<file path="src/rtl/vector_lane_addr_scheduler.sv">
// Serialises per-lane vector element accesses onto one scalar dcache port,
// with lane masking, SEW-based byte enables/replication, load capture and misalignment trap.
module vector_lane_addr_scheduler #(
  parameter int NUM_LANES = 2,
  parameter int ADDR_W    = 32,
  parameter int DATA_W    = 32
) (
  input  logic                          i_clk,
  input  logic                          i_rst_n,
  input  logic                          i_start,
  input  logic                          i_load,
  input  logic                          i_store,
  input  logic [1:0]                    i_sew,
  input  logic [NUM_LANES-1:0]          i_lane_mask,
  input  logic [NUM_LANES*ADDR_W-1:0]   i_addr,
  input  logic [NUM_LANES*DATA_W-1:0]   i_storedata,
  input  logic                          i_dhit,
  input  logic [DATA_W-1:0]             i_dmemload,
  input  logic                          i_returnex,
  output logic [ADDR_W-1:0]             o_final_addr,
  output logic [DATA_W-1:0]             o_final_storedata,
  output logic [3:0]                    o_byte_ena,
  output logic                          o_ren,
  output logic                          o_wen,
  output logic [NUM_LANES-1:0]          o_arrived,
  output logic [NUM_LANES*DATA_W-1:0]   o_lane_rdata,
  output logic                          o_exception,
  output logic                          o_busy
);

  localparam int IDX_W = (NUM_LANES > 1) ? $clog2(NUM_LANES) : 1;

  typedef enum logic [2:0] {
    S_IDLE   = 3'd0,
    S_SCAN   = 3'd1,
    S_ACCESS = 3'd2,
    S_DONE   = 3'd3,
    S_EXC    = 3'd4
  } state_t;

  state_t                       r_state;
  state_t                       w_state_next;
  logic [IDX_W-1:0]             r_idx;
  logic [NUM_LANES-1:0]         r_mask;
  logic [1:0]                   r_sew;
  logic                         r_op_store;

  logic [NUM_LANES*ADDR_W-1:0]  w_addr_flat;
  logic [NUM_LANES*DATA_W-1:0]  w_sdata_flat;
  logic [ADDR_W-1:0]            w_cur_addr;
  logic [DATA_W-1:0]            w_cur_data;
  logic [3:0]                   w_byte_ena;
  logic [DATA_W-1:0]            w_rep_data;
  logic                         w_cur_active;
  logic                         w_last;
  logic                         w_misalign;
  logic                         w_accept;
  logic                         w_abort;
  logic                         w_complete;
  logic                         w_capture;
  logic [NUM_LANES-1:0]         w_lane_sel;

  assign w_cur_addr   = w_addr_flat[r_idx*ADDR_W +: ADDR_W];
  assign w_cur_data   = w_sdata_flat[r_idx*DATA_W +: DATA_W];
  assign w_cur_active = r_mask[r_idx];
  assign w_last       = (r_idx == IDX_W'(NUM_LANES - 1));

  always_comb begin
    w_misalign = 1'b0;
    case (r_sew)
      2'd0:    w_misalign = 1'b0;
      2'd1:    w_misalign = w_cur_addr[0];
      2'd2:    w_misalign = |w_cur_addr[1:0];
      default: w_misalign = 1'b1;   // reserved SEW traps like a misaligned element
    endcase
  end

  always_comb begin
    w_byte_ena = 4'b1111;
    w_rep_data = w_cur_data;
    case (r_sew)
      2'd0: begin
        w_byte_ena = 4'b0001 << w_cur_addr[1:0];
        w_rep_data = {4{w_cur_data[7:0]}};
      end
      2'd1: begin
        w_byte_ena = 4'b0011 << {w_cur_addr[1], 1'b0};
        w_rep_data = {2{w_cur_data[15:0]}};
      end
      default: begin
        w_byte_ena = 4'b1111;
        w_rep_data = w_cur_data;
      end
    endcase
  end

  // A dhit coinciding with returnex is discarded: abort takes priority over completion.
  assign w_accept   = (r_state == S_IDLE) && i_start && (i_load || i_store);
  assign w_abort    = ((r_state == S_SCAN) || (r_state == S_ACCESS)) && i_returnex;
  assign w_complete = !i_returnex &&
                      (((r_state == S_SCAN) && !w_cur_active) ||
                       ((r_state == S_ACCESS) && i_dhit));
  assign w_capture  = (r_state == S_ACCESS) && i_dhit && !i_returnex && !r_op_store;

  generate
    for (genvar gi = 0; gi < NUM_LANES; gi++) begin : g_lane
      logic [ADDR_W-1:0] r_addr;
      logic [DATA_W-1:0] r_sdata;
      logic [DATA_W-1:0] r_rdata;
      logic              r_arrived;

      assign w_lane_sel[gi] = (r_idx == IDX_W'(gi));

      always_ff @(posedge i_clk or negedge i_rst_n) begin
        if (!i_rst_n) begin
          r_addr    <= '0;
          r_sdata   <= '0;
          r_rdata   <= '0;
          r_arrived <= 1'b0;
        end else begin
          if (w_accept) begin
            r_addr  <= i_addr[gi*ADDR_W +: ADDR_W];
            r_sdata <= i_storedata[gi*DATA_W +: DATA_W];
          end
          if (w_capture && w_lane_sel[gi]) begin
            r_rdata <= i_dmemload;
          end
          if (w_accept || w_abort) begin
            r_arrived <= 1'b0;
          end else if (w_complete && w_lane_sel[gi]) begin
            r_arrived <= 1'b1;
          end
        end
      end

      assign w_addr_flat[gi*ADDR_W +: ADDR_W]  = r_addr;
      assign w_sdata_flat[gi*DATA_W +: DATA_W] = r_sdata;
      assign o_lane_rdata[gi*DATA_W +: DATA_W] = r_rdata;
      assign o_arrived[gi]                     = r_arrived;
    end
  endgenerate

  always_ff @(posedge i_clk or negedge i_rst_n) begin
    if (!i_rst_n) begin
      r_idx      <= '0;
      r_mask     <= '0;
      r_sew      <= '0;
      r_op_store <= 1'b0;
    end else begin
      if (w_accept) begin
        r_idx      <= '0;
        r_mask     <= i_lane_mask;
        r_sew      <= i_sew;
        r_op_store <= i_store;
      end else if (w_complete) begin
        r_idx <= r_idx + 1'b1;
      end
    end
  end

  always_ff @(posedge i_clk or negedge i_rst_n) begin
    if (!i_rst_n) begin
      r_state <= S_IDLE;
    end else begin
      r_state <= w_state_next;
    end
  end

  always_comb begin
    w_state_next = r_state;
    case (r_state)
      S_IDLE: begin
        if (w_accept) w_state_next = S_SCAN;
      end
      S_SCAN: begin
        if (i_returnex)        w_state_next = S_IDLE;
        else if (!w_cur_active) w_state_next = w_last ? S_DONE : S_SCAN;
        else if (w_misalign)   w_state_next = S_EXC;
        else                   w_state_next = S_ACCESS;
      end
      S_ACCESS: begin
        if (i_returnex)  w_state_next = S_IDLE;
        else if (i_dhit) w_state_next = w_last ? S_DONE : S_SCAN;
      end
      S_DONE: begin
        w_state_next = S_IDLE;
      end
      S_EXC: begin
        if (i_returnex) w_state_next = S_IDLE;
      end
      default: begin
        w_state_next = S_IDLE;
      end
    endcase
  end

  always_comb begin
    o_final_addr      = '0;
    o_final_storedata = '0;
    o_byte_ena        = '0;
    o_ren             = 1'b0;
    o_wen             = 1'b0;
    o_exception       = 1'b0;
    o_busy            = (r_state != S_IDLE);
    case (r_state)
      S_ACCESS: begin
        o_ren             = !r_op_store;
        o_wen             = r_op_store;
        o_final_addr      = w_cur_addr;
        o_byte_ena        = w_byte_ena;
        o_final_storedata = w_rep_data;
      end
      S_EXC: begin
        o_exception = 1'b1;
      end
      default: begin
      end
    endcase
  end

endmodule

</file>
<file path="config.mk">
export PLATFORM = sky130hd
export DESIGN_NAME = vector_lane_addr_scheduler
export DESIGN_NICKNAME = d
export VERILOG_FILES = /design/src/rtl/vector_lane_addr_scheduler.sv
export SDC_FILE = /design/constraint.sdc
export NUM_CORES = 1
export LEC_CHECK = 0
export CORE_MARGIN = 5
export CORE_UTILIZATION = 48
export CTS_BUF_LIST = sky130_fd_sc_hd__clkbuf_8
export DETAILED_ROUTE_END_ITERATION = 10
export GPL_TIMING_DRIVEN = 0
export PLACE_DENSITY_LB_ADDON = 0.1
export SLEW_MARGIN = 40
export SYNTH_ARGS = -nofsm -noshare
export SYNTH_HDL_FRONTEND = slang
export SYNTH_SLANG_ARGS = --single-unit
</file>
<file path="constraint.sdc">
create_clock -name i_clk -period 2.7 [get_ports i_clk]
set_input_delay 0.675 -clock i_clk [delete_from_list [all_inputs] [get_ports i_clk]]
set_output_delay 0.675 -clock i_clk [all_outputs]
set_load 0.005 [all_outputs]
</file>
==> impl_metrics.csv <==
group,metric,value,unit
drt,routed_wl,28400,um
cts,clkLatencyLatePin,0.51,ns
cts,numCtsBuffers,35,
synthesis,syn-cell-area,0.00938,mm^2
grt,grt_pass1_vias,7416,
setup_path,crit_start,"r_idx",
power,vdd_drop_max,0.000624,V
setup_path,worstSetupPathType,"flip-flop to primary output",
status,violations,"negative setup slack",
placed_design,portBuffers,307,
setup_path,cp.arrival,2.05,ns
die,die_w,150,um
cts,cts_hold_buf,0,
synthesis,ys_warn_count,0,
synthesis,synth_seq_area_share,54.1,%
cts,clockBufferDepth,3,
timing,fin_ws,-0.0237,ns
grt,grt_usage,24.6,%
setup_path,r2r_end,"g_lane[1].r_sdata[2]",
drt,drt_iter0_markers,264,
die,initial_core_util,48.5,%
finish,nets,1220,
synthesis,netlist_instances,680,
power,clockPowerShare,16.0,%
power,power.internal,10100,uW
synthesis,synthesis.nets,851,
cts,clk_pin_slew,0.06,ns
drt,wl_per_cell,21.3,um
setup_path,worstPathMaxFanout,4,
synthesis,synthAdderAreaFrac,0,%
timing,finalSetupViolations,6,
die,dieArea,0.0224,mm^2
timing,whs,0.0704,ns
setup_path,r2r-start,"r_state[1]",
grt,grt_max_degree,66,
synthesis,synth_compound_area_share,3.91,%
power,p_total,15500,uW
setup_path,ff2ff_path_depth,6,
power,power_frac_comb,48.7,%
finish,num_antenna_cells,0,
placed_design,gp_congestion,0.816,
die,core,0.0193,mm^2
synthesis,synth_seq_cells,203,
job,drv_cap,0,
power,power.density,1080,mW/mm^2
finish,fillers,1342,
timing,finalHoldViolCount,0,
timing,tightest_slew,0.830,ns
drt,via_per_inst,5.28,
timing,min_period_over_period,101,%
placed_design,dpl.hpwl,19900,um
setup_path,startpoint_type,"flip-flop",
synthesis,synth_top_family_by_area,"multiplexers",
drt,firstDrtPassIters,4,
timing,drv_slew,0,
drt,ant_nets,0,
synthesis,synth-simple-area-share,4.81,%
timing,rsz0062_at_grt,"yes",
status,status,"complete, but fails checks",
setup_path,required,2.03,ns
power,p_sw,5350,uW
synthesis,synth_xor_area_share,0.0934,%
synthesis,ys_types,40,
finish,syn_to_final_growth,52.6,%
drt,vias,7024,
setup_path,regToRegSetupSlack,0.23,ns
setup_path,worstSetupEndpointType,"primary output",
finish,drive_gt1_share,48.3,%
finish,multi_input_area,0.00467,mm^2
grt,grt_pass1_wl,42600,um
setup_path,crit_end,"o_final_storedata[31]",
power,seqPwrFrac,35.4,%
power,cellLeakagePower,0.00629,uW
die,row_count,51,
grt,antenna_found_initial,0,
power,swShare,34.6,%
timing,slew_headroom,44.7,%
synthesis,muxShareOfSynthArea,34.0,%
timing,fin_skew,0.0118,ns
cts,cts_tree,"built",
cts,clock-sinks,203,
worst_hold_path,hold_class,"input pin to async pin",
die,ioPinCount,309,
grt,grt.overflow.total,0,
synthesis,avgSynthCellArea,13.8,um^2
cts,clockRootBuffer,"clkbuf_8",
die,die_h,150,um
timing,timing.fmax,0.367,GHz
timing,period_minus_slack,2.72,ns
cts,htree_levels,2,
finish,seq_area,0.00508,mm^2
drt,drc,0,
[cell usage after synthesis (all sizes together)]
cell | instances | area (um^2)
nand2b | 4 | 25.0
dfrtp | 203 | 5080
or2 | 3 | 18.8
nor4b | 2 | 17.5
mux4 | 8 | 180
a311oi | 1 | 8.76
a32o | 1 | 10.0
a2bb2oi | 1 | 8.76
inv | 5 | 18.8
a211oi | 25 | 188
nand2 | 1 | 3.75
clkbuf | 25 | 93.8
mux2 | 206 | 2430
buf | 28 | 169
nor3 | 2 | 10.0
a31oi | 2 | 12.5
or3b | 2 | 17.5
a21oi | 6 | 30.0
and3 | 2 | 12.5
o32ai | 1 | 8.76
or4 | 1 | 11.3
or3 | 1 | 6.26
nor2 | 62 | 233
o31ai | 2 | 15.0
o21ai | 7 | 35.0
xnor2 | 1 | 8.76
a41oi | 2 | 17.5
nor4 | 2 | 25.0
o41ai | 1 | 8.76
a211o | 1 | 8.76
nand3 | 3 | 15.0
nor2b | 9 | 56.3
mux2i | 58 | 581
a22oi | 2 | 15.0
[critical path, stage by stage, from the launching register on]
cell and delay, ns:
dfrtp_2 0.45, buf_4 0.16, buf_4 0.13, mux4_2 0.33
nor2_2 0.04, a211oi_2 0.25, buf_2 0.17
[cells in the final DEF (no fill, tap or decap), types with 4 or more instances in the layout]
| cell | instances |
|---|---|
| a211oi_2 | 20 |
| a21oi_2 | 4 |
| buf_2 | 75 |
| buf_4 | 20 |
| buf_6 | 19 |
| buf_8 | 7 |
| clkbuf_1 | 6 |
| clkbuf_16 | 7 |
| clkbuf_4 | 4 |
| clkbuf_8 | 40 |
| clkdlybuf4s50_1 | 236 |
| dfrtp_1 | 201 |
| inv_1 | 16 |
| mux2_2 | 168 |
| mux2_4 | 37 |
| mux2i_1 | 38 |
| mux2i_2 | 16 |
| mux2i_4 | 4 |
| mux4_2 | 8 |
| nand2b_1 | 4 |
| nor2_1 | 12 |
| nor2_2 | 22 |
| nor2_4 | 28 |
| nor2b_4 | 8 |
| o21ai_0 | 5 |
[power by group through the flow]
stage | clock [uW] | sequential (uW) | combinational [uW]
2_1_floorplan | 0 | 5180 | 3740
3_3_place_gp | 0 | 5320 | 6020
3_5_place_dp | 0 | 5380 | 6140
4_1_cts | 2540 | 5370 | 6820
5_1_grt | 2680 | 5650 | 8010
6_report | 2470 | 5470 | 7520
[timing repair]
item | 4_1_cts | 5_1_grt
endpoints found under the setup margin | 151 | 116
pin swaps | 13 | 21
buffers inserted | 14 | 6
resized for setup | 430 | 110
gates cloned | 6 | 1
[flip-flops by register name (all words and copies together) (netlist names)]
register	flops
r_op_store	1
g_lane.r_sdata	64
r_mask	2
g_lane.r_arrived	2
g_lane.r_rdata	64
r_state	3
g_lane.r_addr	64
r_idx	1
r_sew	2
[stage by stage]
stage	area [um^2]	TNS [ns]	setup slack (ns)	instances	utilization [%]
3_3_place_gp	12800	-1697.57	-7.85	1252	66.1
4_1_cts	13900	-3.24	-0.132	1326	71.8
6_report	14300	-0.0931	-0.0237	1331	74.0
3_5_place_dp	12900	-101.57	-0.695	1255	66.6
5_1_grt	14300	-1.36	-0.0994	1331	74.0
2_1_floorplan	9380	0	0.252	680	-
[logic make-up after synthesis]
logic type,after synthesis
buffers and inverters,58
AOI/OAI and AO/OA,52
DFF,203
muxes,272
and+or+nand+nor,94
xor gates and xnor gates,1
[cell type report]
cell class | count | share of cell area (%)
flip-flops and latches | 203 | 35.5
multi-input cells | 419 | 32.6
repair buffers | 337 | 21.9
clock buffers | 38 | 3.65
plain buffers | 48 | 3.31
well taps | 265 | 2.32
clock inverters | 16 | 0.507
inverters | 5 | 0.131
[worst min path at each step]
stage                     startpoint                     to  cells past startpoint
6_report                     i_rst_n    g_lane[0].r_addr[1]                      1
3_3_place_gp   g_lane[1].r_rdata[22]  g_lane[1].r_rdata[22]                      1
4_1_cts                      i_rst_n   g_lane[1].r_rdata[2]                      1
3_5_place_dp   g_lane[1].r_rdata[22]  g_lane[1].r_rdata[22]                      1
5_1_grt                      i_rst_n   g_lane[1].r_rdata[2]                      1
2_1_floorplan                i_rst_n    g_lane[0].r_addr[0]                      0
[metal layers]
layer	vias to the layer above	wire length (um)	GRT usage, %
met4	0	658	8.10
met1	3516	11500	31.6
met3	51	2460	7.15
li1	3181	-	-
met5	-	0	0
met2	276	13800	40.2
Power figures use the tool's default switching activity.
